## src/rtl/dekatron_step_sequencer.sv

```systemverilog
// Dekatron step sequencer: drives P1 (forward) or P2 (backward) pulse trains per digit step and tracks the digit.
// Optional macro DEKATRON_CARRY_EN enables one-cycle carry/borrow flags on 9->0 / 0->9 wraps.
module dekatron_step_sequencer #(
  parameter int CATH_PER_DIGIT = 3,
  parameter int GAP_LEN        = 2
) (
  input  logic       clk,
  input  logic       reset,
  input  logic       req_valid,
  output logic       req_ready,
  input  logic       req_dir,
  input  logic [3:0] req_count,
  output logic       P1,
  output logic       P2,
  output logic [3:0] position,
  output logic       busy,
  output logic       done,
  output logic       carry,
  output logic       borrow
);
  localparam int CW = (CATH_PER_DIGIT > 1) ? $clog2(CATH_PER_DIGIT) : 1;

  typedef enum logic [1:0] {IDLE, PULSE, GAP, DONE} state_e;

  state_e          state_q, state_d;
  logic [CW-1:0]   pcnt_q, pcnt_d;
  logic [3:0]      gcnt_q, gcnt_d;
  logic [3:0]      steps_q, steps_d;
  logic [3:0]      pos_q, pos_d;
  logic            dir_q, dir_d;
  logic            p1_q, p1_d, p2_q, p2_d;
  logic            done_q, done_d, carry_q, carry_d, borrow_q, borrow_d;
  logic [3:0]      pos_next;

  assign pos_next = dir_q ? ((pos_q == 4'd0) ? 4'd9 : pos_q - 4'd1)
                          : ((pos_q == 4'd9) ? 4'd0 : pos_q + 4'd1);

  always_comb begin
    state_d  = state_q;
    pcnt_d   = pcnt_q;
    gcnt_d   = gcnt_q;
    steps_d  = steps_q;
    pos_d    = pos_q;
    dir_d    = dir_q;
    p1_d     = 1'b0;
    p2_d     = 1'b0;
    done_d   = 1'b0;
    carry_d  = 1'b0;
    borrow_d = 1'b0;
    case (state_q)
      IDLE: if (req_valid) begin
        dir_d   = req_dir;
        steps_d = req_count;
        pcnt_d  = '0;
        if (req_count == 4'd0) begin
          state_d = DONE;
          done_d  = 1'b1;
        end else begin
          state_d = PULSE;
          p1_d    = ~req_dir;
          p2_d    = req_dir;
        end
      end
      PULSE: if (pcnt_q == CW'(CATH_PER_DIGIT - 1)) begin
        // last pulse cycle of this digit: the tube has settled on the next digit
        state_d = GAP;
        gcnt_d  = '0;
        steps_d = steps_q - 4'd1;
        pos_d   = pos_next;
`ifdef DEKATRON_CARRY_EN
        carry_d  = ~dir_q & (pos_q == 4'd9);
        borrow_d = dir_q & (pos_q == 4'd0);
`endif
      end else begin
        pcnt_d = pcnt_q + 1'b1;
        p1_d   = ~dir_q;
        p2_d   = dir_q;
      end
      GAP: if (gcnt_q == 4'(GAP_LEN - 1)) begin
        if (steps_q == 4'd0) begin
          state_d = DONE;
          done_d  = 1'b1;
        end else begin
          state_d = PULSE;
          pcnt_d  = '0;
          p1_d    = ~dir_q;
          p2_d    = dir_q;
        end
      end else begin
        gcnt_d = gcnt_q + 4'd1;
      end
      DONE:    state_d = IDLE;
      default: state_d = IDLE;
    endcase
  end

  always_ff @(posedge clk) begin
    if (reset) begin
      state_q  <= IDLE;
      pcnt_q   <= '0;
      gcnt_q   <= '0;
      steps_q  <= '0;
      pos_q    <= '0;
      dir_q    <= 1'b0;
      p1_q     <= 1'b0;
      p2_q     <= 1'b0;
      done_q   <= 1'b0;
      carry_q  <= 1'b0;
      borrow_q <= 1'b0;
    end else begin
      state_q  <= state_d;
      pcnt_q   <= pcnt_d;
      gcnt_q   <= gcnt_d;
      steps_q  <= steps_d;
      pos_q    <= pos_d;
      dir_q    <= dir_d;
      p1_q     <= p1_d;
      p2_q     <= p2_d;
      done_q   <= done_d;
      carry_q  <= carry_d;
      borrow_q <= borrow_d;
    end
  end

  assign req_ready = (state_q == IDLE);
  assign busy      = (state_q != IDLE);
  assign P1        = p1_q;
  assign P2        = p2_q;
  assign position  = pos_q;
  assign done      = done_q;
  assign carry     = carry_q;
  assign borrow    = borrow_q;
endmodule

```

## config.mk

```make
export PLATFORM = sky130hd
export DESIGN_NAME = dekatron_step_sequencer
export DESIGN_NICKNAME = d
export VERILOG_FILES = /design/src/rtl/dekatron_step_sequencer.sv
export SDC_FILE = /design/constraint.sdc
export NUM_CORES = 1
export LEC_CHECK = 0
export CAP_MARGIN = 25
export CORE_MARGIN = 4
export CORE_UTILIZATION = 45
export CTS_CLUSTER_DIAMETER = 200
export DETAILED_ROUTE_END_ITERATION = 8
export GPL_TIMING_DRIVEN = 0
export PLACE_DENSITY = 0.77
export SETUP_SLACK_MARGIN = 0.15
export SYNTH_ARGS = -nofsm -noshare
export SYNTH_HDL_FRONTEND = slang
export SYNTH_SLANG_ARGS = --single-unit
```

## constraint.sdc

```tcl
create_clock -name clk -period 2.1 [get_ports clk]
set_input_delay 0.42 -clock clk [delete_from_list [all_inputs] [get_ports clk]]
set_output_delay 0.42 -clock clk [all_outputs]
set_load 0.03 [all_outputs]
```

==> run_summary.xml, run 1 <==
<?xml version="1.0" encoding="UTF-8"?>
<metrics>
  <group name="yosys">
    <metric name="postSynth.asyncResetShare" unit="%">0</metric>
    <metric name="synthesized_area_per_cell" unit="µm²">8.137</metric>
    <metric name="synth_sequential_area_ratio" unit="%">33.47</metric>
    <metric name="synth.cell_area" unit="µm²">1196</metric>
    <metric name="yosys_warnings" unit="">0</metric>
    <metric name="syn-instance-count" unit="">147</metric>
    <metric name="postSynthRegisterBits" unit="">20</metric>
    <metric name="cell_variety_after_synth" unit="">46</metric>
    <metric name="dominantRegCellSynth" unit="">dfxtp_1</metric>
    <metric name="post_synth_edffs" unit="">0</metric>
  </group>
  <group name="setup_path">
    <metric name="regToRegSetupSlack" unit="ns">0.36</metric>
    <metric name="cp_data_arrival_time" unit="ns">1.43</metric>
    <metric name="startpoint_type" unit="">flop</metric>
    <metric name="crit-reg2reg-launch" unit="">gcnt_q[0]$_SDFFE_PP0P_</metric>
    <metric name="critical_path.max_fanout" unit="">9</metric>
    <metric name="timing.critical_path.required" unit="ns">1.68</metric>
    <metric name="critical_path.max_stage_delay" unit="ns">0.36</metric>
    <metric name="timing.critical_path.from" unit="">state_q[0]$_SDFFE_PP0P_</metric>
    <metric name="critPathSlowestCell" unit="">clkdlybuf4s15_1</metric>
    <metric name="worst-setup-path-type" unit="">flop to primary output</metric>
    <metric name="list_of_cells_traversed_by_the_critical_path" unit="">buf_6, or2_1, inv_1, clkdlybuf4s15_1</metric>
    <metric name="end_kind" unit="">primary output</metric>
  </group>
  <group name="final_layout">
    <metric name="final_layout_size_suffix_gt1_share" unit="%">8.333</metric>
    <metric name="instances_no_fill" unit="">198</metric>
    <metric name="layout.cell_area.non_filler" unit="µm²">1440</metric>
    <metric name="layout_overhead_on_the_synthesized_area" unit="%">20.40</metric>
    <metric name="antenna-diode-count" unit="">0</metric>
    <metric name="nets" unit="">181</metric>
    <metric name="final_util" unit="%">57.61</metric>
  </group>
  <group name="drt">
    <metric name="totalWireLength" unit="µm">2630</metric>
    <metric name="drc" unit="">0</metric>
    <metric name="wire_per_inst" unit="µm">13.28</metric>
    <metric name="detail-route-antenna-nets" unit="">0</metric>
    <metric name="detailedRoute.firstPassIterationCount" unit="">4</metric>
    <metric name="via_density_per_instance" unit="">5.652</metric>
    <metric name="dr_total_vias" unit="">1119</metric>
    <metric name="drt-initial-drc-count" unit="">53</metric>
  </group>
  <group name="global_routing">
    <metric name="wire_length_of_the_first_global_routing_pass" unit="µm">4519</metric>
    <metric name="grt_use_total" unit="%">16.38</metric>
    <metric name="gr-max-usage-layer" unit="">met2</metric>
    <metric name="grt_pass1_vias" unit="">1019</metric>
    <metric name="grt_util_met3" unit="%">2.614</metric>
    <metric name="met2_usage" unit="%">26.37</metric>
    <metric name="grt_overflow_total" unit="">0</metric>
    <metric name="grt_antenna_before_repair" unit="">0</metric>
    <metric name="grt_max_degree" unit="">12</metric>
    <metric name="gr_layer_usage_met1" unit="%">22.49</metric>
  </group>
  <group name="sta">
    <metric name="postLayoutSetupSlackWorst" unit="ns">0.2529</metric>
    <metric name="worst-slew-pin-transition" unit="ns">0.5314</metric>
    <metric name="worst_slew_margin_rel" unit="%">64.57</metric>
    <metric name="post-route-period-util" unit="%">87.96</metric>
    <metric name="worst_clock_skew" unit="ns">0.009105</metric>
    <metric name="setup_viol" unit="">0</metric>
    <metric name="timing.setup.tns" unit="ns">0</metric>
    <metric name="rsz_0062_raised_after_global_routing" unit="">false</metric>
    <metric name="period_minus_slack" unit="ns">1.847</metric>
    <metric name="timing.final.max_slew_violations" unit="">0</metric>
    <metric name="hold_ws" unit="ns">0.4935</metric>
    <metric name="fmaxAchievable" unit="GHz">0.5414</metric>
    <metric name="timing.final.hold_violations" unit="">0</metric>
  </group>
  <group name="placed_design">
    <metric name="finalWeightedCongestion" unit="">0.8636</metric>
    <metric name="place.detailed.instances" unit="">194</metric>
    <metric name="pre_cts_slack" unit="ns">0.1061</metric>
    <metric name="numPortBuffers" unit="">16</metric>
    <metric name="place_hpwl" unit="µm">1953</metric>
    <metric name="dpl_cell_area" unit="µm²">1398</metric>
  </group>
  <group name="pwr">
    <metric name="power_per_cell_area" unit="nW/µm²">637.3</metric>
    <metric name="cellInternalPower" unit="mW">0.6239</metric>
    <metric name="vdd_drop_max" unit="mV">0.3774</metric>
    <metric name="power_leakage" unit="nW">0.5765</metric>
    <metric name="pwr-share-seq" unit="%">46.0</metric>
    <metric name="clock_power_share" unit="%">24.8</metric>
    <metric name="fin_total_pwr" unit="mW">0.9177</metric>
    <metric name="sw_frac_of_total" unit="%">32.01</metric>
    <metric name="switching_power" unit="mW">0.2938</metric>
    <metric name="pwr-share-comb" unit="%">29.2</metric>
  </group>
  <group name="clocking">
    <metric name="ctsHtreeMaxLevel" unit="">1</metric>
    <metric name="tritoncts.num_buffers" unit="">3</metric>
    <metric name="worstSkewPairLatency" unit="ns">0.30</metric>
    <metric name="cts_tree" unit="">done</metric>
    <metric name="clockBufferDepth" unit="">2</metric>
    <metric name="cts.reportedPaths.clkPinSlew" unit="ns">0.12</metric>
    <metric name="clock_sink_count" unit="">20</metric>
    <metric name="clock-root-buffer" unit="">clkbuf_4</metric>
    <metric name="post_cts.repair.setup_buffers" unit="">0</metric>
  </group>
  <group name="floorplan">
    <metric name="site_rows" unit="">18</metric>
    <metric name="die_width" unit="µm">59.56</metric>
    <metric name="pin_count" unit="">19</metric>
    <metric name="area_enclosed_by_the_die_boundary" unit="µm²">3547</metric>
    <metric name="floorplan.die.height" unit="µm">59.56</metric>
    <metric name="core_area" unit="µm²">2500</metric>
    <metric name="initial_utilization" unit="%">47.85</metric>
  </group>
  <group name="min_path">
    <metric name="hold_path.startpoint" unit="">pcnt_q[0]$_SDFFE_PP0P_</metric>
    <metric name="worst_hold_path_type" unit="">flop to flop</metric>
  </group>
  <group name="status">
    <metric name="status" unit="">completed</metric>
  </group>
  <group name="flow_run">
    <metric name="max_cap_violations" unit="">0</metric>
  </group>
</metrics>
-- final cells by class --
cell class / instances / area, µm²
plain buffers: 9 / 56.30
clock buffers: 4 / 36.28
fillers: 225 / 1060
inverters: 10 / 37.54
multi-input cells: 109 / 705.7
flip-flops and latches: 20 / 400.4
well taps: 30 / 37.54
repair buffers: 16 / 166.4
-- path summary, 6_finish.rpt --
check / endpoint / cells past startpoint
worst max register to register: pcnt_q[1]$_SDFFE_PP0P_ / 5
worst min register to register: pcnt_q[0]$_SDFFE_PP0P_ / 2
worst max-delay path: req_ready / 4
worst min-delay path: pcnt_q[0]$_SDFFE_PP0P_ / 2
-- cell usage after synthesis (2+ instances only) --
library cell,instances,area share (%)
o21ai_0,8,3.3
nor2_1,12,3.8
a22oi_1,2,1.3
nand2_1,12,3.8
o21ai_1,2,0.84
a211oi_1,2,1.3
nor4_1,3,1.6
a31oi_1,2,1.0
nor3_1,2,0.84
a311oi_1,2,1.5
clkbuf_1,5,1.6
ha_1,4,4.2
nor2b_1,3,1.6
o21a_1,2,1.3
a21oi_1,13,5.4
inv_1,10,3.1
o32ai_1,2,1.5
buf_4,2,1.3
buf_6,2,1.9
dfxtp_1,20,33
or3_1,3,1.6
nand2b_1,6,3.1
xnor2_1,2,1.5
or4_1,2,1.3
nand3b_1,2,1.3
nor3b_1,2,1.3
-- kinds of logic (layout without fill, tap and decap cells) --
logic type	Yosys count	in the layout	share of synthesized area, %
simple gates	56	56	28.24
compound gates	43	43	22.70
flops	20	20	33.47
buf+inv	19	39	7.845
fa+ha+maj	4	4	4.184
xor+xnor	2	2	1.465
mux	2	2	1.778
other cells	1	2	0.3135
-- power by group through the flow --
stage          sequential, mW  combinational (mW)  clock [mW]
5_1_grt                 0.426               0.296       0.257
2_1_floorplan           0.436               0.185           0
3_5_place_dp            0.431               0.268           0
6_report                0.422               0.268       0.228
4_1_cts                 0.422               0.264       0.234
3_3_place_gp            0.430               0.264           0
-- registers in the layout, indices dropped and copies added, names as in the netlist --
register,flops
P1,1
P2,1
dir_q,1
done,1
gcnt_q,4
pcnt_q,2
position,4
state_q,2
steps_q,4
-- metal layers --
metal	share of wire (%)	wire [µm]
met5	0	0
met2	46	1211
met3	7.9	208
met4	1.1	28
met1	45	1182
-- placed cells by master, fill, tap and decap left out, types with 2 or more instances in the layout --
cell / n
dfxtp_1: 20
a21oi_1: 13
nand2_1: 12
nor2_1: 12
clkdlybuf4s50_1: 11
inv_1: 10
o21ai_0: 8
nand2b_1: 6
clkbuf_1: 5
ha_1: 4
or3_1: 3
nor2b_1: 3
nor4_1: 3
clkbuf_4: 3
dlymetal6s2s_1: 3
buf_6: 2
o21a_1: 2
a211oi_1: 2
nor3_1: 2
nor3b_1: 2
or4_1: 2
nand3b_1: 2
a22oi_1: 2
a31oi_1: 2
o32ai_1: 2
xnor2_1: 2
a311oi_1: 2
o21ai_1: 2
buf_4: 2
conb_1: 2
-- critical path: cells and delay by family, from the launching register on --
family,cells,cell delay [ns]
buf+inv,3,0.55
flops,1,0.33
simple gates,1,0.24
-- repair_timing --
action | CTS | global route
gates resized for setup | 2 | 4
setup endpoints to repair | 2 | 4
pin swaps | 0 | 0
hold buffers | 0 | 0
Power figures use the tool's default switching activity.
==> run 2, diff against run 1 <==
--- a/config.mk
+++ b/config.mk
@@ -6,6 +6,7 @@
 export NUM_CORES = 1
 export LEC_CHECK = 0
 export CAP_MARGIN = 25
+export CORE_ASPECT_RATIO = 1.25
 export CORE_MARGIN = 4
 export CORE_UTILIZATION = 45
 export CTS_CLUSTER_DIAMETER = 200
==> run_summary.xml, run 2 (synthesis gave the netlist of run 1 again) <==
<?xml version="1.0" encoding="UTF-8"?>
<metrics>
  <group name="global_routing">
    <metric name="wire_length_of_the_first_global_routing_pass" unit="µm">4533</metric>
    <metric name="grt_max_degree" unit="">12</metric>
    <metric name="grt_pass1_vias" unit="">1022</metric>
    <metric name="grt_use_total" unit="%">16.96</metric>
    <metric name="grt_overflow_total" unit="">0</metric>
    <metric name="grt_antenna_before_repair" unit="">0</metric>
  </group>
  <group name="final_layout">
    <metric name="layout_overhead_on_the_synthesized_area" unit="%">20.29</metric>
    <metric name="most_common_library_cell_in_the_layout_ignoring_fill_and_taps" unit="">dfxtp_1</metric>
    <metric name="antenna-diode-count" unit="">0</metric>
    <metric name="num-fill-cells" unit="">224</metric>
    <metric name="final_layout_size_suffix_gt1_share" unit="%">8.333</metric>
    <metric name="final_cell_mix" unit="">dfxtp_1, a21oi_1, nand2_1, nor2_1, clkdlybuf4s50_1</metric>
    <metric name="nets" unit="">181</metric>
  </group>
  <group name="floorplan">
    <metric name="pin_count" unit="">19</metric>
    <metric name="floorplan.die.height" unit="µm">65.64</metric>
    <metric name="die_width" unit="µm">54.12</metric>
    <metric name="core_area" unit="µm²">2477</metric>
    <metric name="initial_utilization" unit="%">48.28</metric>
    <metric name="site_rows" unit="">20</metric>
    <metric name="area_enclosed_by_the_die_boundary" unit="µm²">3552</metric>
  </group>
  <group name="placed_design">
    <metric name="finalWeightedCongestion" unit="">0.7804</metric>
    <metric name="numPortBuffers" unit="">16</metric>
    <metric name="place_hpwl" unit="µm">2075</metric>
  </group>
  <group name="clocking">
    <metric name="cts.hold.buffers_added" unit="">0</metric>
    <metric name="worstSkewPairLatency" unit="ns">0.30</metric>
    <metric name="cts.reportedPaths.clkPinSlew" unit="ns">0.12</metric>
    <metric name="ctsHtreeMaxLevel" unit="">1</metric>
    <metric name="clock-root-buffer" unit="">clkbuf_4</metric>
    <metric name="post_cts_resize_count" unit="">3</metric>
    <metric name="cts_tree" unit="">done</metric>
    <metric name="tritoncts.num_buffers" unit="">3</metric>
    <metric name="clock_sink_count" unit="">20</metric>
    <metric name="clockBufferDepth" unit="">2</metric>
    <metric name="post_cts.repair.setup_buffers" unit="">0</metric>
  </group>
  <group name="flow_run">
    <metric name="max_cap_violations" unit="">0</metric>
  </group>
  <group name="pwr">
    <metric name="power_per_cell_area" unit="nW/µm²">637.0</metric>
    <metric name="vdd_drop_max" unit="mV">0.4455</metric>
    <metric name="fin_total_pwr" unit="mW">0.9166</metric>
    <metric name="power_leakage" unit="nW">0.5622</metric>
  </group>
  <group name="sta">
    <metric name="worst_slew_margin_rel" unit="%">57.17</metric>
    <metric name="timing.final.max_slew_violations" unit="">0</metric>
    <metric name="setup_viol" unit="">0</metric>
    <metric name="fmaxAchievable" unit="GHz">0.5373</metric>
    <metric name="worst-slew-pin-transition" unit="ns">0.6366</metric>
    <metric name="worst_clock_skew" unit="ns">0.007870</metric>
    <metric name="post-route-period-util" unit="%">88.63</metric>
    <metric name="period_minus_slack" unit="ns">1.861</metric>
    <metric name="timing.setup.tns" unit="ns">0</metric>
    <metric name="rsz_0062_raised_after_global_routing" unit="">false</metric>
    <metric name="timing.final.hold_violations" unit="">0</metric>
  </group>
  <group name="drt">
    <metric name="detail-route-antenna-nets" unit="">0</metric>
    <metric name="via_density_per_instance" unit="">5.612</metric>
    <metric name="drt-initial-drc-count" unit="">22</metric>
    <metric name="dr_total_vias" unit="">1128</metric>
    <metric name="wire_per_inst" unit="µm">13.82</metric>
    <metric name="drc" unit="">0</metric>
    <metric name="detailedRoute.firstPassIterationCount" unit="">5</metric>
    <metric name="totalWireLength" unit="µm">2778</metric>
  </group>
  <group name="min_path">
    <metric name="worst_hold_path_type" unit="">flop to flop</metric>
  </group>
  <group name="setup_path">
    <metric name="worst-setup-path-type" unit="">flop to primary output</metric>
    <metric name="cp_data_arrival_time" unit="ns">1.44</metric>
    <metric name="critPathSlowestCell" unit="">dlygate4sd2_1</metric>
    <metric name="timing.critical_path.required" unit="ns">1.68</metric>
    <metric name="number_of_buffers_and_inverters_on_the_critical_path" unit="">3</metric>
    <metric name="critical_path.max_stage_delay" unit="ns">0.39</metric>
    <metric name="critical_path.max_fanout" unit="">9</metric>
    <metric name="list_of_cells_traversed_by_the_critical_path" unit="">buf_6, or2_1, inv_1, dlygate4sd2_1</metric>
    <metric name="startpoint_type" unit="">flop</metric>
    <metric name="worst_path_dominant_cell_family" unit="">buffers and inverters</metric>
    <metric name="end_kind" unit="">primary output</metric>
  </group>
  <group name="status">
    <metric name="status" unit="">completed</metric>
  </group>
</metrics>
run 2: cell types whose count changed in the layout (fill, tap and decap cells not counted):
cell             previous run  this run
dlygate4sd2_1               1         3
dlymetal6s2s_1              3         2
clkdlybuf4s15_1             1         0
run 2: path summary, 6_finish.rpt:
check / endpoint / slack (ns) / startpoint / depth (start not counted)
worst max-delay path: req_ready / 0.24 / state_q[0]$_SDFFE_PP0P_ / 4
worst min-delay path: steps_q[1]$_SDFFE_PP0P_ / 0.48 / steps_q[1]$_SDFFE_PP0P_ / 2
worst max register to register: pcnt_q[1]$_SDFFE_PP0P_ / 0.31 / gcnt_q[0]$_SDFFE_PP0P_ / 5
worst min register to register: steps_q[1]$_SDFFE_PP0P_ / 0.48 / steps_q[1]$_SDFFE_PP0P_ / 2
run 2: worst reg2reg max path, cell delays in order (launching register included):
cell and delay [ns]:
dfxtp_1 0.42, ha_1 0.17, nor3b_4 0.32, o21ai_1 0.16, or4_1 0.49, a21oi_1 0.17
run 2: per-layer routing:
layer / vias to the layer above / routed length, µm / track usage [%]
met5: - / 0 / 0
met4: 0 / 64 / 5.607
met3: 10 / 191 / 2.041
met2: 44 / 1430 / 31.21
met1: 514 / 1092 / 19.39
li1: 560 / - / -
run 2: area by class of cell:
type	count	area, µm²	share of cell area (%)
clock buffer	4	36.28	2.522
timing repair buffer	16	161.4	11.22
tap	33	41.29	2.870
sequential	20	400.4	27.83
buffer	9	56.30	3.913
multi-input combinational	109	705.7	49.04
inverter	10	37.54	2.609
run 2: stage by stage:
step | std cells | hold slack [ns] | cell area, µm² | util, % | setup WS (ns)
after floorplan | 148 | 0.4450 | 1200 | - | 0.5437
after global placement | 197 | 0.4615 | 1401 | 56.57 | 0.1485
after detailed placement | 197 | 0.4727 | 1401 | 56.57 | 0.1150
after CTS | 201 | 0.4895 | 1434 | 57.88 | 0.1508
after global routing | 201 | 0.5094 | 1439 | 58.08 | 0.1839
final | 201 | 0.4842 | 1439 | 58.08 | 0.2387
run 2: power by group:
group / switching (mW) / internal (mW)
registers: 0.0187 / 0.404
clock network: 0.124 / 0.106
logic: 0.152 / 0.113
total: 0.294 / 0.623
